`config.mk`:
```
export PLATFORM = sky130hd
export DESIGN_NAME = uart_dbus_flat
export DESIGN_NICKNAME = d
export VERILOG_FILES = /design/src/rtl/uart_dbus_if.sv /design/src/rtl/uart_dbus.sv /design/src/flat_wrapper.sv
export SDC_FILE = /design/constraint.sdc
export NUM_CORES = 1
export LEC_CHECK = 0
export CAP_MARGIN = 20
export CORE_UTILIZATION = 60
export DETAILED_ROUTE_END_ITERATION = 6
export GPL_TIMING_DRIVEN = 0
export PLACE_DENSITY = 0.76
export SLEW_MARGIN = 20
export SYNTH_ARGS = -nofsm -noshare
export SYNTH_HDL_FRONTEND = slang
export SYNTH_SLANG_ARGS = --single-unit
```
`constraint.sdc`:
```
create_clock -name clk -period 3.8 [get_ports clk]
set_clock_uncertainty 0.05 [all_clocks]
set_input_delay 0.38 -clock clk [delete_from_list [all_inputs] [get_ports clk]]
set_output_delay 0.38 -clock clk [all_outputs]
set_load 0.01 [all_outputs]
```
`src/rtl/uart_dbus_if.sv`:
```
// Per-block data-bus channel between the 8-way bus decoder (master) and the UART slave.
interface uart_dbus_if #(
   parameter int DW = 16,
   parameter int AW = 13
);
   logic [DW-1:0] din;
   logic [AW-1:0] addr;
   logic          we;
   logic [DW-1:0] dout;

   modport master (output din, output addr, output we, input dout);
   modport slave  (input din, input addr, input we, output dout);
endinterface

```
`src/rtl/uart_dbus.sv`:
```
// UART bus slave: 8N1 TX through a small FIFO, single-byte RX holding register, baud divisor, level irq.
// Optional internal loopback (CTRL bit4) is built only when UART_LOOPBACK_EN is defined.
module uart_dbus #(
   parameter int          DW          = 16,
   parameter int          AW          = 13,
   parameter int          FIFO_DEPTH  = 4,
   parameter logic [15:0] DEFAULT_DIV = 16'd15
) (
   input  logic        clk,
   input  logic        rst_n,
   uart_dbus_if.slave  bus,
   input  logic        uart_rx,
   output logic        uart_tx,
   output logic        irq
);
   localparam int           PW      = (FIFO_DEPTH > 1) ? $clog2(FIFO_DEPTH) : 1;
   localparam logic [PW:0]  DEPTH_C = (PW+1)'(FIFO_DEPTH);
   localparam logic [PW:0]  CNT_Z   = {(PW+1){1'b0}};

   typedef enum logic [1:0] {TIDLE, TSTART, TDATA, TSTOP} tx_state_e;
   typedef enum logic [2:0] {RIDLE, RSTART, RDATA, RSTOP, RWAIT} rx_state_e;

   logic [15:0]   baud_q;
   logic          tx_en_q, rx_en_q, rx_irq_en_q, txe_irq_en_q;
   logic          lb_s;
   logic [7:0]    fifo_mem [FIFO_DEPTH];
   logic [PW-1:0] wr_ptr_q, rd_ptr_q;
   logic [PW:0]   cnt_q;
   tx_state_e     tx_st_q;
   logic [7:0]    tx_shift_q;
   logic [2:0]    tx_bit_q;
   logic [15:0]   tx_cnt_q;
   logic          tx_line_q;
   rx_state_e     rx_st_q;
   logic [1:0]    rx_sync_q;
   logic          rx_prev_q;
   logic [7:0]    rx_shift_q, rx_data_q;
   logic [2:0]    rx_bit_q;
   logic [15:0]   rx_cnt_q;
   logic          rx_valid_q, rx_ovf_q, tx_ovf_q, frm_err_q;
   logic [DW-1:0] dout_q;
   logic          irq_q;

   logic [1:0]    a_s;
   logic          wr_data_s, wr_stat_s, wr_baud_s, wr_ctrl_s;
   logic [15:0]   eff_div_s, half_m1_s, rd_mux_s;
   logic [16:0]   bit_clks_s;
   logic          pop_s, push_ok_s, tx_busy_s, tx_full_s, rx_in_s, rx_done_s, rx_ferr_s;
   logic          unused_s;

   assign a_s       = bus.addr[1:0];
   assign unused_s  = ^bus.addr[AW-1:2];
   assign wr_data_s = bus.we & (a_s == 2'd0);
   assign wr_stat_s = bus.we & (a_s == 2'd1);
   assign wr_baud_s = bus.we & (a_s == 2'd2);
   assign wr_ctrl_s = bus.we & (a_s == 2'd3);
   assign tx_busy_s = (tx_st_q != TIDLE);
   assign tx_full_s = (cnt_q == DEPTH_C);

`ifdef UART_LOOPBACK_EN
   logic lb_q;
   assign lb_s    = lb_q;
   assign rx_in_s = lb_q ? tx_line_q : rx_sync_q[1];
   assign uart_tx = tx_line_q | lb_q;
`else
   assign lb_s    = 1'b0;
   assign rx_in_s = rx_sync_q[1];
   assign uart_tx = tx_line_q;
`endif

   assign rx_done_s = (rx_st_q == RSTOP) && (rx_cnt_q == 16'd0) && rx_in_s;
   assign rx_ferr_s = (rx_st_q == RSTOP) && (rx_cnt_q == 16'd0) && !rx_in_s;
   assign bus.dout  = dout_q;
   assign irq       = irq_q;

   // Divisors below 3 are clamped; the RX start-bit check waits half a bit time.
   always_comb begin
      eff_div_s  = (baud_q < 16'd3) ? 16'd3 : baud_q;
      bit_clks_s = {1'b0, eff_div_s} + 17'd1;
      half_m1_s  = 16'((bit_clks_s >> 1) - 17'd1);
   end

   always_comb begin
      pop_s     = 1'b0;
      push_ok_s = 1'b0;
      if (tx_en_q && (cnt_q != CNT_Z) &&
          ((tx_st_q == TIDLE) || ((tx_st_q == TSTOP) && (tx_cnt_q == 16'd0)))) begin
         pop_s = 1'b1;
      end else begin
         pop_s = 1'b0;
      end
      push_ok_s = wr_data_s && ((cnt_q != DEPTH_C) || pop_s);
   end

   always_comb begin
      rd_mux_s = 16'h0000;
      case (a_s)
         2'd0:    rd_mux_s = {8'h00, rx_data_q};
         2'd1:    rd_mux_s = {10'd0, frm_err_q, rx_ovf_q, tx_ovf_q, tx_busy_s, tx_full_s, rx_valid_q};
         2'd2:    rd_mux_s = baud_q;
         2'd3:    rd_mux_s = {11'd0, lb_s, txe_irq_en_q, rx_irq_en_q, rx_en_q, tx_en_q};
         default: rd_mux_s = 16'h0000;
      endcase
   end

   always_ff @(posedge clk) begin
      if (push_ok_s) begin
         fifo_mem[wr_ptr_q] <= bus.din[7:0];
      end
   end

   always_ff @(posedge clk or negedge rst_n) begin
      if (!rst_n) begin
         wr_ptr_q <= {PW{1'b0}};
         rd_ptr_q <= {PW{1'b0}};
         cnt_q    <= CNT_Z;
      end else begin
         if (push_ok_s) wr_ptr_q <= wr_ptr_q + PW'(1);
         if (pop_s)     rd_ptr_q <= rd_ptr_q + PW'(1);
         case ({push_ok_s, pop_s})
            2'b10:   cnt_q <= cnt_q + (PW+1)'(1);
            2'b01:   cnt_q <= cnt_q - (PW+1)'(1);
            default: cnt_q <= cnt_q;
         endcase
      end
   end

   // TX frame: a stop bit that ends with data pending goes straight into the next start bit.
   always_ff @(posedge clk or negedge rst_n) begin
      if (!rst_n) begin
         tx_st_q    <= TIDLE;
         tx_line_q  <= 1'b1;
         tx_shift_q <= 8'h00;
         tx_bit_q   <= 3'd0;
         tx_cnt_q   <= 16'd0;
      end else begin
         case (tx_st_q)
            TIDLE: begin
               if (pop_s) begin
                  tx_st_q    <= TSTART;
                  tx_shift_q <= fifo_mem[rd_ptr_q];
                  tx_line_q  <= 1'b0;
                  tx_cnt_q   <= eff_div_s;
               end
            end
            TSTART: begin
               if (tx_cnt_q == 16'd0) begin
                  tx_st_q   <= TDATA;
                  tx_line_q <= tx_shift_q[0];
                  tx_bit_q  <= 3'd0;
                  tx_cnt_q  <= eff_div_s;
               end else begin
                  tx_cnt_q <= tx_cnt_q - 16'd1;
               end
            end
            TDATA: begin
               if (tx_cnt_q == 16'd0) begin
                  tx_cnt_q <= eff_div_s;
                  if (tx_bit_q == 3'd7) begin
                     tx_st_q   <= TSTOP;
                     tx_line_q <= 1'b1;
                  end else begin
                     tx_bit_q   <= tx_bit_q + 3'd1;
                     tx_shift_q <= tx_shift_q >> 1;
                     tx_line_q  <= tx_shift_q[1];
                  end
               end else begin
                  tx_cnt_q <= tx_cnt_q - 16'd1;
               end
            end
            TSTOP: begin
               if (tx_cnt_q == 16'd0) begin
                  if (pop_s) begin
                     tx_st_q    <= TSTART;
                     tx_shift_q <= fifo_mem[rd_ptr_q];
                     tx_line_q  <= 1'b0;
                     tx_cnt_q   <= eff_div_s;
                  end else begin
                     tx_st_q <= TIDLE;
                  end
               end else begin
                  tx_cnt_q <= tx_cnt_q - 16'd1;
               end
            end
            default: begin
               tx_st_q   <= TIDLE;
               tx_line_q <= 1'b1;
            end
         endcase
      end
   end

   // RX frame: a high line at mid-start-bit is a glitch; a low stop bit waits for idle.
   always_ff @(posedge clk or negedge rst_n) begin
      if (!rst_n) begin
         rx_sync_q  <= 2'b11;
         rx_prev_q  <= 1'b1;
         rx_st_q    <= RIDLE;
         rx_shift_q <= 8'h00;
         rx_bit_q   <= 3'd0;
         rx_cnt_q   <= 16'd0;
      end else begin
         rx_sync_q <= {rx_sync_q[0], uart_rx};
         rx_prev_q <= rx_in_s;
         case (rx_st_q)
            RIDLE: begin
               if (rx_en_q && rx_prev_q && !rx_in_s) begin
                  rx_st_q  <= RSTART;
                  rx_cnt_q <= half_m1_s;
               end
            end
            RSTART: begin
               if (rx_cnt_q == 16'd0) begin
                  if (rx_in_s) begin
                     rx_st_q <= RIDLE;
                  end else begin
                     rx_st_q  <= RDATA;
                     rx_bit_q <= 3'd0;
                     rx_cnt_q <= eff_div_s;
                  end
               end else begin
                  rx_cnt_q <= rx_cnt_q - 16'd1;
               end
            end
            RDATA: begin
               if (rx_cnt_q == 16'd0) begin
                  rx_shift_q <= {rx_in_s, rx_shift_q[7:1]};
                  rx_cnt_q   <= eff_div_s;
                  if (rx_bit_q == 3'd7) begin
                     rx_st_q <= RSTOP;
                  end else begin
                     rx_bit_q <= rx_bit_q + 3'd1;
                  end
               end else begin
                  rx_cnt_q <= rx_cnt_q - 16'd1;
               end
            end
            RSTOP: begin
               if (rx_cnt_q == 16'd0) begin
                  rx_st_q <= rx_in_s ? RIDLE : RWAIT;
               end else begin
                  rx_cnt_q <= rx_cnt_q - 16'd1;
               end
            end
            RWAIT: begin
               if (rx_in_s) rx_st_q <= RIDLE;
            end
            default: rx_st_q <= RIDLE;
         endcase
      end
   end

   // Hardware sets take priority over write-1-to-clear in the same cycle.
   always_ff @(posedge clk or negedge rst_n) begin
      if (!rst_n) begin
         baud_q       <= DEFAULT_DIV;
         tx_en_q      <= 1'b1;
         rx_en_q      <= 1'b1;
         rx_irq_en_q  <= 1'b0;
         txe_irq_en_q <= 1'b0;
`ifdef UART_LOOPBACK_EN
         lb_q         <= 1'b0;
`endif
         rx_data_q    <= 8'h00;
         rx_valid_q   <= 1'b0;
         rx_ovf_q     <= 1'b0;
         tx_ovf_q     <= 1'b0;
         frm_err_q    <= 1'b0;
      end else begin
         if (wr_baud_s) baud_q <= bus.din[15:0];
         if (wr_ctrl_s) begin
            tx_en_q      <= bus.din[0];
            rx_en_q      <= bus.din[1];
            rx_irq_en_q  <= bus.din[2];
            txe_irq_en_q <= bus.din[3];
`ifdef UART_LOOPBACK_EN
            lb_q         <= bus.din[4];
`endif
         end
         if (rx_done_s) rx_data_q <= rx_shift_q;
         rx_valid_q <= rx_done_s | (rx_valid_q & ~(wr_stat_s & bus.din[0]));
         tx_ovf_q   <= (wr_data_s & ~push_ok_s) | (tx_ovf_q & ~(wr_stat_s & bus.din[3]));
         rx_ovf_q   <= (rx_done_s & rx_valid_q) | (rx_ovf_q & ~(wr_stat_s & bus.din[4]));
         frm_err_q  <= rx_ferr_s | (frm_err_q & ~(wr_stat_s & bus.din[5]));
      end
   end

   always_ff @(posedge clk or negedge rst_n) begin
      if (!rst_n) begin
         dout_q <= {DW{1'b0}};
         irq_q  <= 1'b0;
      end else begin
         dout_q <= rd_mux_s;
         irq_q  <= (rx_irq_en_q & rx_valid_q) | (txe_irq_en_q & (cnt_q == CNT_Z) & ~tx_busy_s);
      end
   end
endmodule

```
`src/flat_wrapper.sv`:
```
// flat-port wrapper written by rule: the top's interface ports become plain ports
module uart_dbus_flat 
#(
   parameter int          DW          = 16,
   parameter int          AW          = 13,
   parameter int          FIFO_DEPTH  = 4,
   parameter logic [15:0] DEFAULT_DIV = 16'd15
)
  (clk, rst_n, uart_rx, uart_tx, irq, bus_din, bus_addr, bus_we, bus_dout);
  uart_dbus_if #(.DW(DW), .AW(AW)) bus_i ();
  input  logic clk;
  input  logic rst_n;
  input  logic uart_rx;
  output logic uart_tx;
  output logic irq;
  input wire logic [$bits(bus_i.din)-1:0] bus_din;
  input wire logic [$bits(bus_i.addr)-1:0] bus_addr;
  input wire logic [$bits(bus_i.we)-1:0] bus_we;
  output wire logic [$bits(bus_i.dout)-1:0] bus_dout;
  assign bus_i.din = bus_din;
  assign bus_i.addr = bus_addr;
  assign bus_i.we = bus_we;
  assign bus_dout = bus_i.dout;
  uart_dbus #(.DW(DW), .AW(AW), .FIFO_DEPTH(FIFO_DEPTH), .DEFAULT_DIV(DEFAULT_DIV)) u_core (.clk(clk), .rst_n(rst_n), .bus(bus_i), .uart_rx(uart_rx), .uart_tx(uart_tx), .irq(irq));
endmodule
```
## Word level (Yosys, flattened, before mapping)

Memories as Yosys holds them, arrays and structs flattened.
Index checks and enable logic that the tools add are counted.

- Add/sub/neg operators: 10
- Magnitude comparators: 1
- Bitwise gates (word level): 28
- Reduce and logical (&&, ||, !) cells: 34
- Equal/unequal tests: 32
- Muxes and demuxes: 52

Operators with widths:

| cell | number |
|---|---|
| 16-bit two-way mux | 9 |
| 16-bit case mux with 4 select lines | 2 |
| 16-bit case mux with 3 select lines | 1 |
| 16-bit by 1-bit subtractor with 16-bit output, second input constant | 3 |
| 3-bit two-way mux | 14 |
| 16-bit logical NOT | 2 |
| 8-bit two-way mux | 4 |
| 8-bit case mux with 3 select lines | 1 |
| 2-bit by 1-bit != test with 1-bit output, second input constant | 9 |
| 3-bit case mux with 2 select lines | 3 |
| 16-bit by 1-bit adder with 17-bit output, second input constant | 1 |
| 1-bit bitwise AND | 17 |
| 16-bit by 2-bit less-than comparator with 1-bit output, second input constant | 1 |
| 3-bit case mux with 5 select lines | 1 |
| 3-bit == test, second input constant | 4 |
| 2-bit two-way mux | 6 |
| 2-bit != test, second input constant | 6 |
| 4-bit AND reduction | 3 |
| 2-bit == test, second input constant | 5 |
| 5-bit AND reduction | 2 |
| 3-bit by 1-bit adder with 3-bit output, second input constant | 3 |
| 1-bit logical AND | 9 |
| 1-bit two-way mux | 9 |
| 2-bit case mux with 4 select lines | 1 |
| 20 further kinds | 41 |

- Word-level logic and storage cells: 184
- Memories kept: 1
- Input bits: 33
- Bits in writable memories: 32
- Bits in registers: 119
- Output and inout port bits: 18

Memories:

| name | depth | bits a word | rd ports | clocked after Yosys merged registers in | wr ports | RTL line | text |
|---|---|---|---|---|---|---|---|
| u_core.fifo_mem | 4 | 8 | 1 | 0 | 1 | uart_dbus.sv:26 | `logic [7:0] fifo_mem [FIFO_DEPTH];` |

## Depth between registers and ports, before layout

- Depth after elaboration: 10
- Mapped depth: 16
- Mapped depth without buffers: 15

## Least setup slack after synthesis

OpenSTA, ideal clock, no wires.

- Path kind: flip-flop to flip-flop
- From: reg u_core.baud_q[4]
- To: reg u_core.rx_cnt_q[14]
- Clock period less this slack: 3475 ps
- Path slack: 325 ps
- Arrival time: 3289 ps
- Buffers on the path: 2
- Stages on the path, launching flop included: 15
- Required time: 3614 ps
- Setup time: 136 ps
- Cell sequence: dfrtp_1 > clkbuf_1 > nor4_1 > and4_1 > nor2_1 > inv_1 > ha_1 > buf_2 > nand3_1 > nor4_1 > mux2_2 > o21ai_0 > or4b_1 > mux2i_1 > o211ai_1

- Word-level cells in the longest chain between the ends: 6
- Elaborated cells between the ends (all ways): 9
- Those cells by class: 2 x add/sub; 1 x order compare; 6 x mux

RTL lines:

| element | RTL line | text |
|---|---|---|
| start: declaration | uart_dbus.sv:23 | `logic [15:0] baud_q;` |
| start signal: assignment | uart_dbus.sv:270 | `if (wr_baud_s) baud_q <= bus.din[15:0];` |
| 16-bit by 2-bit less-than comparator with 1-bit output | uart_dbus.sv:78 | `eff_div_s = (baud_q < 16'd3) ? 16'd3 : baud_q;` |
| 16-bit two-way mux * | uart_dbus.sv:78 |  |
| 16-bit by 1-bit adder with 17-bit output | uart_dbus.sv:79 | `bit_clks_s = {1'b0, eff_div_s} + 17'd1;` |
| 16-bit by 1-bit subtractor with 16-bit output | uart_dbus.sv:80 | `half_m1_s = 16'((bit_clks_s >> 1) - 17'd1);` |
| 16-bit two-way mux | uart_dbus.sv:207 | `if (rx_en_q && rx_prev_q && !rx_in_s) begin` |
| 16-bit case mux with 4 select lines * | uart_dbus.sv:205 | `case (rx_st_q)` |
| end signal: assignment | uart_dbus.sv:209 | `rx_cnt_q <= half_m1_s;` |
| end signal: assignment | uart_dbus.sv:219 | `rx_cnt_q <= eff_div_s;` |
| end signal: assignment | uart_dbus.sv:222 | `rx_cnt_q <= rx_cnt_q - 16'd1;` |
| end: declaration | uart_dbus.sv:39 | `logic [15:0] rx_cnt_q;` |

Every way passes the cells marked *; elsewhere a longest branch is shown, timed or not. The select of a mux whose other input is x is not followed.
A chain may end at the register's enable or synchronous reset.

## Final worst setup path

- From: reg u_core.baud_q[2]
- To: reg u_core.rx_cnt_q[8]

Same word-level chain as after synthesis.

==> results.ini <==
[grt]
grt_overflow_total=0
grt_max_degree=66
grt_antenna_before_repair=0
grt_first_pass_wirelength_mm=34.2
grtUsageTotal=0.311
number_of_global_route_vias_before_repair=6615

[place]
dp_hpwl_mm=14.6
portBuffers=38
dpl_cell_area_mm2=0.00896
gp_routability_congestion=0.959

[worst_setup_path]
cpMostUsedCell=sky130_fd_sc_hd__and4_1
worstPathMaxFanout=10
critPathLaunch=u_core.baud_q[2]
critical-path-top-delay-family=simple AND/OR/NAND/NOR gates
crit_required_ns=4.10
critical_path_depth=14
crit_path_end=u_core.rx_cnt_q[8]
timing.critical_path.slowest_stage_cell=sky130_fd_sc_hd__dfstp_2
worst_setup_path_start_kind=register
cp_num_buf_inv=3
reg2reg_setup_slack_ns=0.13
cp_cell_sequence=buf_6, nor4_2, and4_1, nor2_2, inv_1, ha_1, buf_4, and3_1, and4_1, o211ai_1, nor3_1, o21ai_0, or3b_1, a21oi_1
r2r-end=u_core.rx_cnt_q[8]
worstSetupPathType=register to register
arrival_ns=3.98
worstSetupEndpointType=register
worst_r2r_startpoint=u_core.baud_q[2]
slowest_delay_ns=0.61
r2r_cells=14

[timing]
finalSetupViolCount=0
finalSetupTns_ns=0
hold_violations=0
grt_setup_unrepaired=false
worst_hold_slack_ns=0.307
layout_worst_path_cycle_share=0.967
max_freq_ghz=0.272
total_count_of_max_transition_violations_in_the_final_report=0
timing_worst_slew_pin_value_ns=0.733
period_needed_ns=3.67
headroom_to_the_max_slew_limit=0.511

[floorplan]
floorplan.rows=42
io_pins=51
die_w_um=120
initial_utilization=0.622
die-area_mm2=0.0144
placeableCoreArea_mm2=0.0134
die_h_um=120

[pwr]
switching_share=0.376
clock_power_share=0.260
share_comb_of_total_power=0.378
total_leakage_power_uw=0.00397
vdd_ir_drop_max_mv=0.441
p_int_uw=4050
power_frac_seq=0.362
p_sw_uw=2440
power_density_mw_per_mm2=671

[route]
post_drt_via_cell_ratio=6.35
vias=6603
wire_per_inst_um=20.1
antenna_left=0
detail_route.iter0.violations=628
drt_first_pass_iters=6
drt_drc=0
wirelength_mm=20.9

[synthesis]
synth.net_count=843
post_synth_inst_count=791
yosys_most_used_dff=sky130_fd_sc_hd__dfrtp_1
yosys_register_bits=151
synthArstFlopShare=0.788
mappedNetlistArea_mm2=0.00833
synth_sequential_area_ratio=0.474
yosys_warnings=0
ys_types=82
syn_area_per_cell_um2=10.5
synth_edf_count=32

[clock_tree]
clock-sinks=151
worst_skew_pair.late_latency_ns=0.43
clk_pin_slew_ns=0.06
cts_inserted_buffers=17
cts_max_level=4
tritoncts=done
cts_max_path_buffers=2
cts.root.buffer_cell=sky130_fd_sc_hd__clkbuf_16

[cells_and_area]
syn2layout_area_growth_pct=16.1
fillCellCount=958
post-route-cell-area_mm2=0.00968
final_core_util=0.722
antenna_cells=0
design.final.nets=903
layout-drive-gt1-share=0.174

[flow_run]
cap_viol_max_count=0

[hold_path]
min_path_type=register to register

[outcome]
outcome=complete, no violations

-- flip-flops by register name, indices dropped and copies added (netlist names), 2 cells and up --
name	count
u_core.rx_sync_q	2
u_core.rx_data_q	8
u_core.rx_bit_q	3
u_core.baud_q	16
u_core.cnt_q	3
u_core.tx_st_q	2
u_core.tx_cnt_q	16
u_core.rd_ptr_q	2
u_core.wr_ptr_q	2
u_core.tx_bit_q	3
u_core.bus.dout	16
u_core.rx_st_q	3
u_core.tx_shift_q	8
u_core.rx_cnt_q	16
u_core.rx_shift_q	8
u_core.fifo_mem	32
-- what timing repair did --
action,CTS,global route
hold endpoints to repair,51,0
endpoints found under the setup margin,8,8
hold buffers,1,0
resized for setup,12,22
pin swaps,3,4
buffers inserted,1,3
-- through the flow --
stage / power [µW] / setup WS [ns] / std cells
final: 6490 / 0.126 / 1040
after global routing: 6870 / 0.00129 / 1040
after CTS: 6450 / 0.00475 / 1040
after detailed placement: 4740 / -0.427 / 1006
after global placement: 4630 / -2.22 / 1005
after floorplan: 4070 / 0.325 / 791
-- layout by cell type (no fill, tap or decap), types with 5 or more instances in the layout --
master                              n
sky130_fd_sc_hd__dfrtp_1          109
sky130_fd_sc_hd__nor2_1            70
sky130_fd_sc_hd__nand2_1           65
sky130_fd_sc_hd__o21ai_0           47
sky130_fd_sc_hd__a21oi_1           45
sky130_fd_sc_hd__mux2_2            40
sky130_fd_sc_hd__clkdlybuf4s50_1   37
sky130_fd_sc_hd__edfxtp_1          32
sky130_fd_sc_hd__clkbuf_1          26
sky130_fd_sc_hd__xnor2_1           26
sky130_fd_sc_hd__nor3_1            22
sky130_fd_sc_hd__mux2i_1           22
sky130_fd_sc_hd__inv_1             21
sky130_fd_sc_hd__clkbuf_16         19
sky130_fd_sc_hd__ha_1              18
sky130_fd_sc_hd__and2_1            15
sky130_fd_sc_hd__xor2_1            14
sky130_fd_sc_hd__nand3_1           14
sky130_fd_sc_hd__mux4_2            12
sky130_fd_sc_hd__o22ai_1           11
sky130_fd_sc_hd__dfstp_2           10
sky130_fd_sc_hd__nor2b_1            9
sky130_fd_sc_hd__buf_4              9
sky130_fd_sc_hd__a221oi_1           9
sky130_fd_sc_hd__buf_2              8
sky130_fd_sc_hd__and3_1             8
sky130_fd_sc_hd__a31oi_1            7
sky130_fd_sc_hd__a21o_1             6
sky130_fd_sc_hd__or3_1              6
sky130_fd_sc_hd__nor4_2             5
sky130_fd_sc_hd__a32o_1             5
sky130_fd_sc_hd__nor4_1             5
-- worst min path at each step --
stage	from	endpoint	depth (start not counted)
after floorplan	rst_n	u_core.baud_q[10]	0
after global placement	u_core.rx_sync_q[0]	u_core.rx_sync_q[1]	0
after detailed placement	u_core.rx_sync_q[0]	u_core.rx_sync_q[1]	0
after CTS	uart_rx	u_core.rx_sync_q[0]	1
after global routing	uart_rx	u_core.rx_sync_q[0]	1
final	u_core.rx_sync_q[0]	u_core.rx_sync_q[1]	0
-- kinds of logic (layout without fill, tap and decap cells) --
| family | count (synthesis) | count (layout) | synth area share |
|---|---|---|---|
| and+or+nand+nor | 262 | 262 | 0.168 |
| buffers and inverters | 68 | 141 | 0.0344 |
| adders and majority gates | 19 | 19 | 0.0294 |
| AOI/OAI and AO/OA | 177 | 177 | 0.139 |
| xor gates and xnor gates | 40 | 40 | 0.0420 |
| muxes | 74 | 74 | 0.113 |
| DFF | 151 | 151 | 0.474 |
-- cells in the mapped netlist (all sizes together), types with 14 or more instances --
master | n | area, µm²
nand2 | 65 | 244
a21oi | 48 | 259
o21ai | 48 | 240
nor2 | 72 | 273
dfrtp | 109 | 2730
clkbuf | 33 | 134
inv | 21 | 78.8
mux2i | 22 | 220
and2 | 16 | 103
mux2 | 40 | 450
buf | 14 | 73.8
nand3 | 15 | 75.1
edfxtp | 32 | 961
ha | 18 | 225
nor3 | 23 | 120
xnor2 | 26 | 228
xor2 | 14 | 123
-- area by class of cell --
type	count	area [µm²]	area share
Multi-Input combinational cell	572	4150	0.429
Sequential cell	151	3950	0.408
Clock buffer	23	510	0.0528
Timing Repair Buffer	44	449	0.0464
Buffer	44	228	0.0235
Tap cell	176	220	0.0228
Clock inverter	9	87.6	0.00905
Inverter	21	78.8	0.00815
-- power groups by stage --
stage          Sequential, µW  Combinational, µW  Clock (µW)
2_1_floorplan            2270               1790           0
3_3_place_gp             2320               2320           0
3_5_place_dp             2340               2410           0
4_1_cts                  2310               2430        1710
5_1_grt                  2390               2710        1780
6_report                 2350               2450        1690
-- layer usage --
layer	global-route usage	vias up	wire length (µm)
met2	0.491	279	10100
met5	0	-	0
met1	0.422	3269	9010
met4	0.116	0	408
li1	-	3018	-
met3	0.0708	37	1380
No activity file was read; power rests on OpenSTA's default activity.
